[src/rtl/cpu_pkg.sv]
// Shared CPU front-end types: instruction/PC widths, the NOP encoding and
// the fetch-entry payload handed from fetch to decode.
package cpu_pkg;

    localparam int unsigned INSTR_W = 16;
    localparam int unsigned PC_W    = 16;

    localparam logic [INSTR_W-1:0] NOP_INSTR = 16'h0000;

    typedef struct packed {
        logic [PC_W-1:0]    pc;
        logic [INSTR_W-1:0] instr;
    } fetch_entry_t;

endpackage

[src/rtl/fetch_fifo.sv]
// Prefetch FIFO of fetch entries with push/pop/flush and full/empty/count.
// Flush has priority over push and pop in the same cycle.
module fetch_fifo
    import cpu_pkg::*;
#(
    parameter int unsigned DEPTH = 2
)(
    input  logic                             clk,
    input  logic                             reset,
    input  logic                             i_push,
    input  fetch_entry_t                     i_data,
    input  logic                             i_pop,
    input  logic                             i_flush,
    output fetch_entry_t                     o_head,
    output logic                             o_full,
    output logic                             o_empty,
    output logic [$clog2(DEPTH + 1)-1:0]     o_count
);

    localparam int unsigned PTR_W = (DEPTH > 1) ? $clog2(DEPTH) : 1;
    localparam int unsigned CNT_W = $clog2(DEPTH + 1);

    fetch_entry_t     r_mem [DEPTH];
    logic [PTR_W-1:0] r_rd_ptr;
    logic [PTR_W-1:0] r_wr_ptr;
    logic [CNT_W-1:0] r_count;
    logic             w_push;
    logic             w_pop;

    function automatic logic [PTR_W-1:0] ptr_inc(input logic [PTR_W-1:0] p);
        return (p == PTR_W'(DEPTH - 1)) ? '0 : p + PTR_W'(1);
    endfunction

    // A push into a full FIFO is accepted only when the head leaves this cycle
    assign w_pop  = i_pop && (r_count != '0);
    assign w_push = i_push && ((r_count != CNT_W'(DEPTH)) || w_pop);

    always_ff @(posedge clk or negedge reset) begin
        if (!reset) begin
            r_rd_ptr <= '0;
            r_wr_ptr <= '0;
            r_count  <= '0;
        end else if (i_flush) begin
            r_rd_ptr <= '0;
            r_wr_ptr <= '0;
            r_count  <= '0;
        end else begin
            if (w_push) r_wr_ptr <= ptr_inc(r_wr_ptr);
            if (w_pop)  r_rd_ptr <= ptr_inc(r_rd_ptr);
            r_count <= r_count + CNT_W'(w_push) - CNT_W'(w_pop);
        end
    end

    always_ff @(posedge clk) begin
        if (w_push && !i_flush) r_mem[r_wr_ptr] <= i_data;
    end

    assign o_head  = r_mem[r_rd_ptr];
    assign o_empty = (r_count == '0);
    assign o_full  = (r_count == CNT_W'(DEPTH));
    assign o_count = r_count;

endmodule

[src/rtl/fetch_unit.sv]
// Instruction fetch: PC, credit-limited word reads, prefetch FIFO and redirect
// flush. Define FETCH_PERF_EN to add saturating perf counters.
module fetch_unit
    import cpu_pkg::*;
#(
    parameter logic [PC_W-1:0] RESET_PC  = 16'h0000,
    parameter int unsigned     DEPTH     = 2,
    parameter int unsigned     MAX_OUTST = 2
)(
    input  logic               clk,
    input  logic               reset,
    input  logic               stall,
    input  logic               is_branch_taken,
    input  logic [PC_W-1:0]    branch_target,
    output logic               imem_req,
    output logic [PC_W-1:0]    imem_addr,
    input  logic               imem_ready,
    input  logic               imem_rvalid,
    input  logic [INSTR_W-1:0] imem_rdata,
    output logic [INSTR_W-1:0] instr,
    output logic               instr_valid,
    output logic [PC_W-1:0]    instr_pc
`ifdef FETCH_PERF_EN
    ,
    output logic [15:0]        perf_fetched,
    output logic [15:0]        perf_bubbles,
    output logic [15:0]        perf_flushes
`endif
);

    localparam int unsigned CNT_W = $clog2(DEPTH + 1);
    localparam int unsigned SUM_W = 5;

    logic [PC_W-1:0]  r_pc;
    logic [PC_W-1:0]  r_track_pc;
    logic [2:0]       r_outst;
    logic [2:0]       r_discard;
    logic [2:0]       w_outst_nxt;
    logic [CNT_W-1:0] w_count;
    logic             w_empty;
    logic             w_full;
    logic             w_credit;
    logic             w_accept;
    logic             w_rsp;
    logic             w_push;
    logic             w_pop;
    fetch_entry_t     w_head;
    fetch_entry_t     w_push_data;

    // Occupancy plus in-flight reads may never exceed the FIFO depth
    assign w_credit = ((SUM_W'(w_count) + SUM_W'(r_outst)) < SUM_W'(DEPTH)) &&
                      (4'(r_outst) < 4'(MAX_OUTST));

    assign imem_req    = reset && !is_branch_taken && w_credit;
    assign imem_addr   = r_pc;
    assign w_accept    = imem_req && imem_ready;
    assign w_rsp       = imem_rvalid && (r_outst != 3'd0);
    assign w_pop       = !w_empty && !stall;
    assign w_push      = w_rsp && (r_discard == 3'd0) && !is_branch_taken && (!w_full || w_pop);
    assign w_outst_nxt = r_outst + 3'(w_accept) - 3'(w_rsp);
    assign w_push_data = '{pc: r_track_pc, instr: imem_rdata};

    always_ff @(posedge clk or negedge reset) begin
        if (!reset) begin
            r_pc       <= RESET_PC;
            r_track_pc <= RESET_PC;
            r_outst    <= 3'd0;
            r_discard  <= 3'd0;
        end else begin
            r_outst <= w_outst_nxt;
            if (is_branch_taken) begin
                // Every read still in flight after this cycle belongs to the old path
                r_pc       <= branch_target;
                r_track_pc <= branch_target;
                r_discard  <= w_outst_nxt;
            end else begin
                if (w_accept) r_pc <= r_pc + PC_W'(1);
                if (w_push)   r_track_pc <= r_track_pc + PC_W'(1);
                if (w_rsp && (r_discard != 3'd0)) r_discard <= r_discard - 3'd1;
            end
        end
    end

    fetch_fifo #(.DEPTH(DEPTH)) u_fifo (
        .clk     (clk),
        .reset   (reset),
        .i_push  (w_push),
        .i_data  (w_push_data),
        .i_pop   (w_pop),
        .i_flush (is_branch_taken),
        .o_head  (w_head),
        .o_full  (w_full),
        .o_empty (w_empty),
        .o_count (w_count)
    );

    assign instr_valid = !w_empty;
    assign instr       = w_empty ? NOP_INSTR : w_head.instr;
    assign instr_pc    = w_empty ? '0 : w_head.pc;

`ifdef FETCH_PERF_EN
    function automatic logic [15:0] sat_inc(input logic [15:0] v);
        return (v == 16'hFFFF) ? v : v + 16'd1;
    endfunction

    always_ff @(posedge clk or negedge reset) begin
        if (!reset) begin
            perf_fetched <= 16'd0;
            perf_bubbles <= 16'd0;
            perf_flushes <= 16'd0;
        end else begin
            if (w_pop)                 perf_fetched <= sat_inc(perf_fetched);
            if (!instr_valid && !stall) perf_bubbles <= sat_inc(perf_bubbles);
            if (is_branch_taken)       perf_flushes <= sat_inc(perf_flushes);
        end
    end
`endif

endmodule
[config.mk]
export PLATFORM = sky130hd
export DESIGN_NAME = fetch_unit
export DESIGN_NICKNAME = d
export VERILOG_FILES = /design/src/rtl/cpu_pkg.sv /design/src/rtl/fetch_fifo.sv /design/src/rtl/fetch_unit.sv
export SDC_FILE = /design/constraint.sdc
export NUM_CORES = 1
export LEC_CHECK = 0
export ABC_CLOCK_PERIOD_IN_PS = 3700
export BUFFER_PORTS_ARGS = -buffer_cell sky130_fd_sc_hd__buf_2
export CAP_MARGIN = 20
export CELL_PAD_IN_SITES_DETAIL_PLACEMENT = 0
export CELL_PAD_IN_SITES_GLOBAL_PLACEMENT = 2
export CORE_ASPECT_RATIO = 0.9
export CORE_UTILIZATION = 33
export CTS_CLUSTER_SIZE = 12
export DETAILED_ROUTE_END_ITERATION = 12
export MAX_ROUTING_LAYER = met4
export PLACE_DENSITY = 0.83
export SYNTH_ARGS = -nofsm -noshare
export SYNTH_HDL_FRONTEND = slang
export SYNTH_SLANG_ARGS = --single-unit
[constraint.sdc]
create_clock -name clk -period 3.7 [get_ports clk]
set_input_delay 0.925 -clock clk [delete_from_list [all_inputs] [get_ports clk]]
set_output_delay 0.925 -clock clk [all_outputs]
set_load 0.01 [all_outputs]
==> impl_metrics.json, run 1 <==
{
  "mostFrequentLayoutCells": "buf_2, edfxtp_1, nor2_1, dfrtp_1, mux2i_1",
  "vias": 3553,
  "place_ws_ps": 757,
  "rsz0062_at_grt": "no",
  "initial_core_util": 0.344,
  "die_w_um": 130,
  "placeableCoreArea_um2": 14300,
  "relSlewSlack": 0.356,
  "hold_buffers": 0,
  "end_kind": "output pin",
  "postCtsSetupBuffers": 0,
  "dpl.cell_count": 680,
  "drv_cap": 0,
  "cp_max_fo": 10,
  "numCtsBuffers": 9,
  "diodes": 0,
  "min_period_ps": 3130,
  "min_path_type": "primary input to async pin",
  "cts_tree": "yes",
  "critPathLaunchType": "flop",
  "irDropWorstVdd_v": 0.000272,
  "place.port_buffers": 87,
  "postSynthCellCount": 411,
  "holdWs_ps": 434,
  "synth-seq-cells": 106,
  "regToRegEndpoint": "r_discard[2]",
  "total_leakage_power_nw": 2.24,
  "ys_seq_area_frac": 0.606,
  "antenna_found_initial": 0,
  "drt-pass1-iter-count": 4,
  "via_per_inst": 5.11,
  "reg2reg_depth": 13,
  "grt_pass1_vias": 3436,
  "max_stage_delay_ps": 450,
  "dieHeight_um": 118,
  "cpMaxStageDelayCell": "dfrtp_1",
  "dieArea_um2": 15300,
  "setup_tns_ps": 0,
  "grt_use_total": 0.155,
  "finalNonFillerCells": 695,
  "final_common_cell": "buf_2",
  "status": "finished, final reports clean",
  "power_density_nw_per_um2": 623,
  "clk_pin_slew_ps": 70,
  "cp_data_arrival_time_ps": 2210,
  "drive_gt1_frac": 0.229,
  "syn_area_um2": 4900,
  "wirelength_mm": 11.0,
  "multiInputGateArea_um2": 1810,
  "finalHoldViolations": 0,
  "critical_path_class": "flop to output pin",
  "synth_cell_types": 41,
  "cts_sinks": 106,
  "crit_required_ps": 2770,
  "postCtsResizedCells": 0,
  "insertion_delay_ps": 340,
  "drc_errors": 0,
  "slew_viol_final": 0,
  "rrSetupSlack_ps": 850,
  "synth_area_leaders": "edfxtp_1, dfrtp_1, mux2i_1, nor2_1, a31oi_1",
  "tightest_slew_ps": 966,
  "dp_hpwl_mm": 7.55,
  "htree_levels": 3,
  "drt_iter0_drc": 216,
  "synthArstFlopShare": 0.396,
  "setup_viol": 0,
  "seq_area_um2": 2970,
  "syn_avg_cell_area_um2": 11.9,
  "grt_pass1_wl_mm": 17.8,
  "path_cells": "and2_1 > fa_1 > nand3b_1 > nor3_1 > buf_2",
  "cts_buffer_depth": 2,
  "worst_slack_ps": 568,
  "fin_crit_sh": 0.846,
  "gp_congestion": 0.859,
  "fill_cells": 1420,
  "timing.rr.start": "u_fifo.o_count[0]",
  "area_growth_pct": 19.6,
  "synth-edff-count": 64,
  "wl_per_cell_um": 15.9,
  "cts_root_buffer": "clkbuf_16",
  "fin_skew_ps": 3.83,
  "ant_nets": 0,
  "yosys.area.top_type": "edfxtp_1",
  "grt.overflow.total": 0,
  "synth_top_area_frac": 0.392,
  "max_freq_ghz": 0.319,
  "placementRows": 41,
  "final_core_util": 0.411,
  "grt_max_degree": 48,
  "fin_nets": 548,
  "yosys_warnings": 0,
  "synth_nets": 461,
  "num_io_pins": 88,
  "synth_top_flop_cell": "edfxtp_1"
}
==> where the power goes <==
| group | total (W) | internal [W] | switching [W] |
|---|---|---|---|
| Sequential | 0.00160 | 0.00140 | 0.000197 |
| Clock | 0.000938 | 0.000522 | 0.000416 |
| Combinational | 0.00112 | 0.000474 | 0.000644 |
==> area by class of cell <==
cell class                      count  share of cell area
Tap cell                          193              0.0412
Timing Repair Buffer               94              0.0832
Multi-Input combinational cell    271               0.309
Inverter                           16              0.0102
Clock inverter                      6              0.0109
Clock buffer                        9              0.0384
Sequential cell                   106               0.507
==> layer usage <==
metal | GRT usage | vias to the layer above | share of wire
met1 | 0.226 | 1687 | 0.50
li1 | - | 1723 | -
met4 | 0.0467 | 0 | 0.013
met5 | - | - | 0
met3 | 0.0355 | 12 | 0.064
met2 | 0.213 | 131 | 0.42
==> Yosys cell counts, types with 2 or more instances <==
cell type,n
o21ai_0,15
nor2_1,56
nand4_1,10
fa_1,2
a21boi_0,2
a21oi_1,3
a31oi_1,25
and2_1,3
inv_1,15
nor2b_1,2
nand3_1,14
or3_1,8
nand3b_1,2
nor4_1,5
mux2i_1,33
and4_1,4
and3_1,2
buf_2,5
o31a_1,5
xor2_1,3
o31ai_1,12
nor3_1,6
ha_1,10
dfrtp_1,42
or4_1,12
nand2_1,16
nand2b_1,3
and3b_1,3
clkbuf_1,12
edfxtp_1,64
xnor2_1,7
==> worst max path at each step <==
stage / startpoint / end / slack (ps) / cells past startpoint
after floorplan: is_branch_taken / r_discard[2] / 590 / 13
after global placement: reset / r_discard[2] / 810 / 11
after detailed placement: reset / r_discard[2] / 760 / 11
after CTS: u_fifo.o_count[0] / imem_req / 570 / 5
after global routing: u_fifo.o_count[0] / imem_req / 430 / 5
final: u_fifo.o_count[0] / imem_req / 570 / 5
==> cell families after synthesis <==
kind of cell,synth area share
muxes,0.0674
xor gates and xnor gates,0.0179
and+or+nand+nor,0.157
buffers and inverters,0.0273
adders and majority gates,0.0337
AOI/OAI and AO/OA,0.0904
DFF,0.606
==> per-stage QoR <==
stage	instance area (µm²)	power [W]
floorplan	4910	0.00233
global placement	5570	0.00273
detailed placement	5570	0.00276
CTS	5860	0.00370
global route	5860	0.00391
finish	5860	0.00365
==> registers in the layout, indices dropped and copies added (netlist names) <==
name / cells
r_outst: 3
r_track_pc: 16
u_fifo.r_mem: 64
u_fifo.r_wr_ptr: 1
r_discard: 3
u_fifo.r_rd_ptr: 1
u_fifo.o_count: 2
imem_addr: 16
==> worst max-delay path: cells and delay by family, from the launching register on <==
kind	cells	cell delay, ps
fa+ha+maj	1	450
simple gates	3	810
flops	1	450
buf+inv	1	160
(Power assumes the default switching activity.)
==> inputs of run 2 (changes only) <==
--- a/config.mk
+++ b/config.mk
@@ -5,17 +5,18 @@
 export SDC_FILE = /design/constraint.sdc
 export NUM_CORES = 1
 export LEC_CHECK = 0
-export ABC_CLOCK_PERIOD_IN_PS = 3700
+export ABC_AREA = 1
+export ABC_CLOCK_PERIOD_IN_PS = 2900
 export BUFFER_PORTS_ARGS = -buffer_cell sky130_fd_sc_hd__buf_2
 export CAP_MARGIN = 20
 export CELL_PAD_IN_SITES_DETAIL_PLACEMENT = 0
 export CELL_PAD_IN_SITES_GLOBAL_PLACEMENT = 2
 export CORE_ASPECT_RATIO = 0.9
-export CORE_UTILIZATION = 33
+export CORE_UTILIZATION = 34
 export CTS_CLUSTER_SIZE = 12
 export DETAILED_ROUTE_END_ITERATION = 12
 export MAX_ROUTING_LAYER = met4
-export PLACE_DENSITY = 0.83
+export PLACE_DENSITY = 0.87
 export SYNTH_ARGS = -nofsm -noshare
 export SYNTH_HDL_FRONTEND = slang
 export SYNTH_SLANG_ARGS = --single-unit
==> constraint.sdc (replaced) <==
create_clock -name clk -period 2.9 [get_ports clk]
set_input_delay 0.725 -clock clk [delete_from_list [all_inputs] [get_ports clk]]
set_output_delay 0.725 -clock clk [all_outputs]
set_load 0.01 [all_outputs]
==> run 2 against run 1 <==
Effect of this change:
- register-to-register slack got worse by 790 ps
- non-clock buffer count increased by 9
- die area increased by 2.0%
- combinational power increased by 54%
- largest cell class unchanged
==> impl_metrics.json, run 2 <==
{
  "die_w_um": 132,
  "drc_errors": 0,
  "synthArstFlopShare": 0.396,
  "syn_avg_cell_area_um2": 9.06,
  "netlist_top_cells_count": "nand2_1, edfxtp_1, nand3_1",
  "htree_levels": 3,
  "dp_hpwl_mm": 8.51,
  "yosys.area.top_type": "edfxtp_1",
  "num_io_pins": 88,
  "crit_required_ps": 3130,
  "syn_area_um2": 5150,
  "grt_pass1_wl_mm": 19.8,
  "holdWs_ps": 542,
  "grt.overflow.total": 0,
  "setup_viol": 0,
  "drt_iter0_drc": 183,
  "ys_seq_area_frac": 0.577,
  "cts_root_buffer": "clkbuf_16",
  "drive_gt1_frac": 0.207,
  "wirelength_mm": 12.0,
  "multiInputGateArea_um2": 1950,
  "synth-seq-cells": 106,
  "cp_data_arrival_time_ps": 3070,
  "ant_nets": 0,
  "max_freq_ghz": 0.352,
  "drv_cap": 0,
  "synth_fa_ha_area_frac": 0.0320,
  "min_period_ps": 2840,
  "relSlewSlack": 0.562,
  "end_kind": "flop",
  "cp_max_fo": 3,
  "seq_area_um2": 2970,
  "postSynthCellCount": 569,
  "regMostFlops": "u_fifo.r_mem",
  "place.port_buffers": 87,
  "grt_use_total": 0.167,
  "clk_pin_slew_ps": 80,
  "synth_nets": 619,
  "path_cells": "nand2_1 > inv_2 > fa_1 > nor2_1 > nand2_1 > nor2_2 > nand3_2 > ha_4 > inv_2 > ha_4 > inv_2 > fa_2 > inv_2 > nand2_2 > o21ai_2 > nand2_1 > o21ai_1",
  "tightest_slew_ps": 656,
  "min_path_type": "primary input to async pin",
  "fin_nets": 715,
  "insertion_delay_ps": 350,
  "drt-pass1-iter-count": 5,
  "dieHeight_um": 119,
  "slew_viol_final": 0,
  "synth_area_leaders": "edfxtp_1, dfrtp_1, nand2_1, nand3_1, inv_1",
  "synth-xor-area-share": 0.0255,
  "wl_per_cell_um": 13.8,
  "antenna_found_initial": 0,
  "cts_tree": "yes",
  "max_stage_delay_ps": 540,
  "initial_core_util": 0.349,
  "dieArea_um2": 15700,
  "largest_reg_flops": 64,
  "synth-edff-count": 64,
  "area_growth_pct": 21.1,
  "grt_pass1_vias": 3845,
  "yosys_warnings": 0,
  "synth_top_flop_cell": "edfxtp_1",
  "power_density_nw_per_um2": 795,
  "gp_congestion": 0.800,
  "total_leakage_power_nw": 2.82,
  "fill_cells": 1479,
  "placeableCoreArea_um2": 14800,
  "rsz0062_at_grt": "yes",
  "finalHoldViolations": 0,
  "vias": 4021,
  "grt_max_degree": 43,
  "synth_top_area_frac": 0.373,
  "critical_path_class": "flop to flop",
  "synthSimpleGateAreaFrac": 0.246,
  "muxShareOfSynthArea": 0,
  "cts_sinks": 106,
  "mostFrequentLayoutCells": "nand2_1, buf_2, edfxtp_1, nand3_1, inv_1",
  "irDropWorstVdd_v": 0.000348,
  "fin_crit_sh": 0.979,
  "diodes": 0,
  "worst_slack_ps": 61.5,
  "critPathLaunchType": "flop",
  "placementRows": 42,
  "numCtsBuffers": 9,
  "fin_skew_ps": 6.61,
  "final_common_cell": "nand2_1",
  "synth_compound_area_frac": 0.0653,
  "synth_top_family_by_area": "simple AND/OR/NAND/NOR gates",
  "yosysMostFrequentCell": "nand2_1",
  "status": "finished, final reports clean",
  "cpMaxStageDelayCell": "fa_2",
  "synth_cell_types": 28,
  "critPathMostFrequentCell": "inv_2",
  "cts_buffer_depth": 2,
  "via_per_inst": 4.63,
  "place_ws_ps": 55.7,
  "setup_tns_ps": 0
}
==> run 2: cell count changes in the layout (fill, tap and decap cells not counted), moves of 12 or more <==
cell / before / now
a21oi_1: 3 / 35
nand3_1: 14 / 53
mux2i_1: 33 / 0
inv_1: 15 / 46
nand2_1: 16 / 195
nor2_1: 55 / 39
or4_1: 12 / 0
o31ai_1: 12 / 0
a31oi_1: 25 / 0
==> run 2: kinds of logic (layout without fill, tap and decap cells) <==
kind of cell,after synthesis,in the layout
xor+xnor,15,15
simple gates,306,306
flops,106,106
buf+inv,68,169
compound gates,62,62
fa+ha+maj,12,12
==> run 2: critical path, delay by kind of cell, from the launching register on <==
kind	cells	cell delay [ps]
buffers and inverters	4	170
AND/OR/NAND/NOR	7	670
flip-flops	1	410
adder cells (fa/ha/maj)	4	1370
AO/OA/AOI/OAI	2	100
==> run 2: layout make-up <==
| class | instances | area share |
|---|---|---|
| Clock inverter | 7 | 0.0128 |
| Tap cell | 198 | 0.0397 |
| Sequential cell | 106 | 0.476 |
| Multi-Input combinational cell | 395 | 0.312 |
| Timing Repair Buffer | 103 | 0.0930 |
| Inverter | 50 | 0.0301 |
| Clock buffer | 9 | 0.0361 |
==> run 2: final timing paths <==
path                                startpoint                  end  slack [ps]  cells past startpoint
worst max-delay path                r_outst[0]         r_discard[1]          60                     17
worst min-delay path                     reset        imem_addr[13]         540                      2
worst max register to register      r_outst[0]         r_discard[1]          60                     17
worst min register to register  r_track_pc[13]  u_fifo.r_mem[1][29]         550                      0
max in group asynchronous                reset        r_track_pc[3]        1960                      2
min in group clk                r_track_pc[13]  u_fifo.r_mem[1][29]         550                      0
==> run 2: routing by layer <==
metal / GRT usage / routed length [µm] / vias up
li1: - / - / 2053
met1: 0.227 / 6030 / 1838
met2: 0.255 / 5190 / 126
met3: 0.0386 / 742 / 4
met4: 0.0305 / 61 / 0
met5: - / 0 / -
==> run 2: report_power, final <==
part	internal, W	switching, W	total, W
clock	0.000616	0.000601	0.00122
sequential	0.00182	0.000209	0.00203
combinational	0.000665	0.00105	0.00172
==> run 2: through the flow <==
step / cells / utilization / total power (W) / cell area [µm²]
detailed placement: 849 / 0.398 / 0.00369 / 5870
floorplan: 569 / - / 0.00305 / 5160
CTS: 865 / 0.418 / 0.00493 / 6180
finish: 868 / 0.423 / 0.00497 / 6240
global route: 868 / 0.423 / 0.00533 / 6240
global placement: 849 / 0.398 / 0.00364 / 5870
==> run 2: repair_timing <==
item                                   in CTS  in global routing
setup endpoints to repair                   0                  2
hold buffers                                0                  0
buffers inserted                            0                  3
endpoints found under the hold margin       0                  0
resized for setup                           0                 14
==> inputs of run 3 (changes only) <==
--- a/config.mk
+++ b/config.mk
@@ -6,17 +6,17 @@
 export NUM_CORES = 1
 export LEC_CHECK = 0
 export ABC_AREA = 1
-export ABC_CLOCK_PERIOD_IN_PS = 2900
+export ABC_CLOCK_PERIOD_IN_PS = 2300
 export BUFFER_PORTS_ARGS = -buffer_cell sky130_fd_sc_hd__buf_2
 export CAP_MARGIN = 20
 export CELL_PAD_IN_SITES_DETAIL_PLACEMENT = 0
 export CELL_PAD_IN_SITES_GLOBAL_PLACEMENT = 2
 export CORE_ASPECT_RATIO = 0.9
-export CORE_UTILIZATION = 34
+export CORE_UTILIZATION = 31
 export CTS_CLUSTER_SIZE = 12
 export DETAILED_ROUTE_END_ITERATION = 12
 export MAX_ROUTING_LAYER = met4
-export PLACE_DENSITY = 0.87
+export PLACE_DENSITY = 0.84
 export SYNTH_ARGS = -nofsm -noshare
 export SYNTH_HDL_FRONTEND = slang
 export SYNTH_SLANG_ARGS = --single-unit
==> constraint.sdc (replaced) <==
create_clock -name clk -period 2.3 [get_ports clk]
set_input_delay 0.575 -clock clk [delete_from_list [all_inputs] [get_ports clk]]
set_output_delay 0.575 -clock clk [all_outputs]
set_load 0.01 [all_outputs]
==> run 3 against run 2 <==
Effect of this change:
- the flow now finishes with violations (negative setup slack)
- first-iteration DRC count is 4.9% higher
- setup slack worse by 460 ps
- critical path depth stayed put
==> impl_metrics.json, run 3 (synthesis results as in run 2) <==
{
  "status": "finished, violations left",
  "violations": "negative setup slack",
  "mostFrequentLayoutCells": "nand2_1, buf_2, edfxtp_1, nand3_1, inv_1",
  "max_freq_ghz": 0.370,
  "grt_max_degree": 43,
  "tightest_slew_ps": 582,
  "vias": 4126,
  "drt-pass1-iter-count": 4,
  "grt_pass1_wl_mm": 19.8,
  "dpl.cell_count": 867,
  "crit_path_end": "r_discard[1]",
  "critPathLaunchType": "flop",
  "insertion_delay_ps": 360,
  "critical_path_class": "flop to flop",
  "setup_viol": 5,
  "min_path_type": "primary input to async pin",
  "cpMaxStageDelayCell": "fa_2",
  "finalNonFillerCells": 889,
  "antenna_found_initial": 0,
  "drt_iter0_drc": 192,
  "timing.rr.start": "u_fifo.o_count[0]",
  "via_per_inst": 4.64,
  "grt_use_total": 0.155,
  "setup_tns_ps": -1480,
  "crit_required_ps": 2540,
  "largest_reg_flops": 64,
  "max_stage_delay_ps": 520,
  "seq_area_um2": 2970,
  "worst_slack_ps": -399,
  "fin_crit_sh": 1.17,
  "fin_skew_ps": 12.9,
  "reg2reg_depth": 17,
  "dp_hpwl_mm": 8.67,
  "rrSetupSlack_ps": -400,
  "numCtsBuffers": 9,
  "cp_data_arrival_time_ps": 2940,
  "cp_max_fo": 2,
  "relSlewSlack": 0.612,
  "area_growth_pct": 23.4,
  "ant_nets": 0,
  "drc_errors": 0,
  "fin_nets": 727,
  "finalHoldViolations": 0,
  "critPathMostFrequentCell": "nand2_1",
  "regMostFlops": "u_fifo.r_mem",
  "cts_tree": "yes",
  "total_leakage_power_nw": 2.88,
  "num_io_pins": 88,
  "fill_cells": 1665,
  "grt_pass1_vias": 3845,
  "wirelength_mm": 12.5,
  "rsz0062_at_grt": "yes",
  "initial_core_util": 0.318,
  "placeableCoreArea_um2": 16200,
  "irDropWorstVdd_v": 0.000479,
  "crit_start": "u_fifo.o_count[0]",
  "regToRegEndpoint": "r_discard[1]",
  "grt.overflow.total": 0,
  "slew_viol_final": 0,
  "place.port_buffers": 87,
  "final_common_cell": "nand2_1",
  "power_density_nw_per_um2": 1020,
  "cts_sinks": 106,
  "end_kind": "flop",
  "clk_pin_slew_ps": 80,
  "multiInputGateArea_um2": 1960,
  "diodes": 0,
  "final_core_util": 0.393,
  "dieHeight_um": 124,
  "drv_cap": 0,
  "min_period_ps": 2700,
  "htree_levels": 3,
  "gp_congestion": 0.853,
  "cts_buffer_depth": 2,
  "cts_root_buffer": "clkbuf_16",
  "dieArea_um2": 17100,
  "drive_gt1_frac": 0.221,
  "placementRows": 44,
  "wl_per_cell_um": 14.0,
  "die_w_um": 138,
  "path_cells": "nand2_1 > inv_1 > fa_1 > nor2_1 > nand2_1 > nor2_2 > nand3_2 > ha_4 > inv_2 > ha_4 > inv_2 > fa_2 > inv_2 > nand2_1 > o21ai_1 > nand2_1 > o21ai_1",
  "hold_buffers": 0
}
==> run 3: changes by cell type in the layout (fill, tap and decap cells not counted), moves of 2 or more <==
cell	delta
inv_1	-2
buf_6	+2
buf_4	+10
o21ai_1	+2
inv_2	+2
==> run 3: metrics by stage <==
stage / power (W) / hold slack [ps] / setup WS (ps) / instance area (µm²)
2_1_floorplan: 0.00392 / 279 / -458 / 5200
3_3_place_gp: 0.00478 / 500 / -374 / 5990
3_5_place_dp: 0.00484 / 505 / -425 / 5990
4_1_cts: 0.00646 / 397 / -393 / 6330
5_1_grt: 0.00690 / 399 / -541 / 6360
6_report: 0.00646 / 370 / -399 / 6360
==> run 3: critical path, delay by kind of cell, from the launching register on <==
| kind | cells | cell delay (ps) |
|---|---|---|
| AND/OR/NAND/NOR | 7 | 590 |
| buffers and inverters | 4 | 170 |
| adder cells (fa/ha/maj) | 4 | 1300 |
| flip-flops | 1 | 390 |
| AO/OA/AOI/OAI | 2 | 120 |
==> run 3: power by group <==
group	switching, W	total [W]	internal [W]
registers	0.000216	0.00252	0.00230
logic	0.00144	0.00244	0.00100
clock network	0.000744	0.00150	0.000760
==> run 3: what timing repair did <==
item | CTS | global route
gates resized for setup | 6 | 6
setup buffers | 5 | 3
pin swaps | 4 | 4
endpoints found under the setup margin | 6 | 38
==> run 3: final cells by class <==
cell class / count / area share
Clock buffer: 10 / 0.0360
Sequential cell: 106 / 0.468
Multi-Input combinational cell: 395 / 0.308
Timing Repair Buffer: 115 / 0.109
Inverter: 50 / 0.0295
Tap cell: 207 / 0.0407
Clock inverter: 6 / 0.00945
==> run 3: per-layer routing <==
metal	global-route usage	part of all wire
met4	0.0371	0.0097
met3	0.0411	0.064
met2	0.221	0.42
met1	0.217	0.51
met5	-	0
==> run 3: how the worst min path moves through the flow <==
stage                          startpoint                  to  slack, ps
after floorplan                     reset        imem_addr[0]        280
after global placement    u_fifo.r_rd_ptr     u_fifo.r_rd_ptr        500
after detailed placement  u_fifo.r_rd_ptr     u_fifo.r_rd_ptr        510
after CTS                           reset        imem_addr[9]        400
after global routing        imem_rdata[0]  u_fifo.r_mem[1][0]        400
final                               reset        imem_addr[9]        370
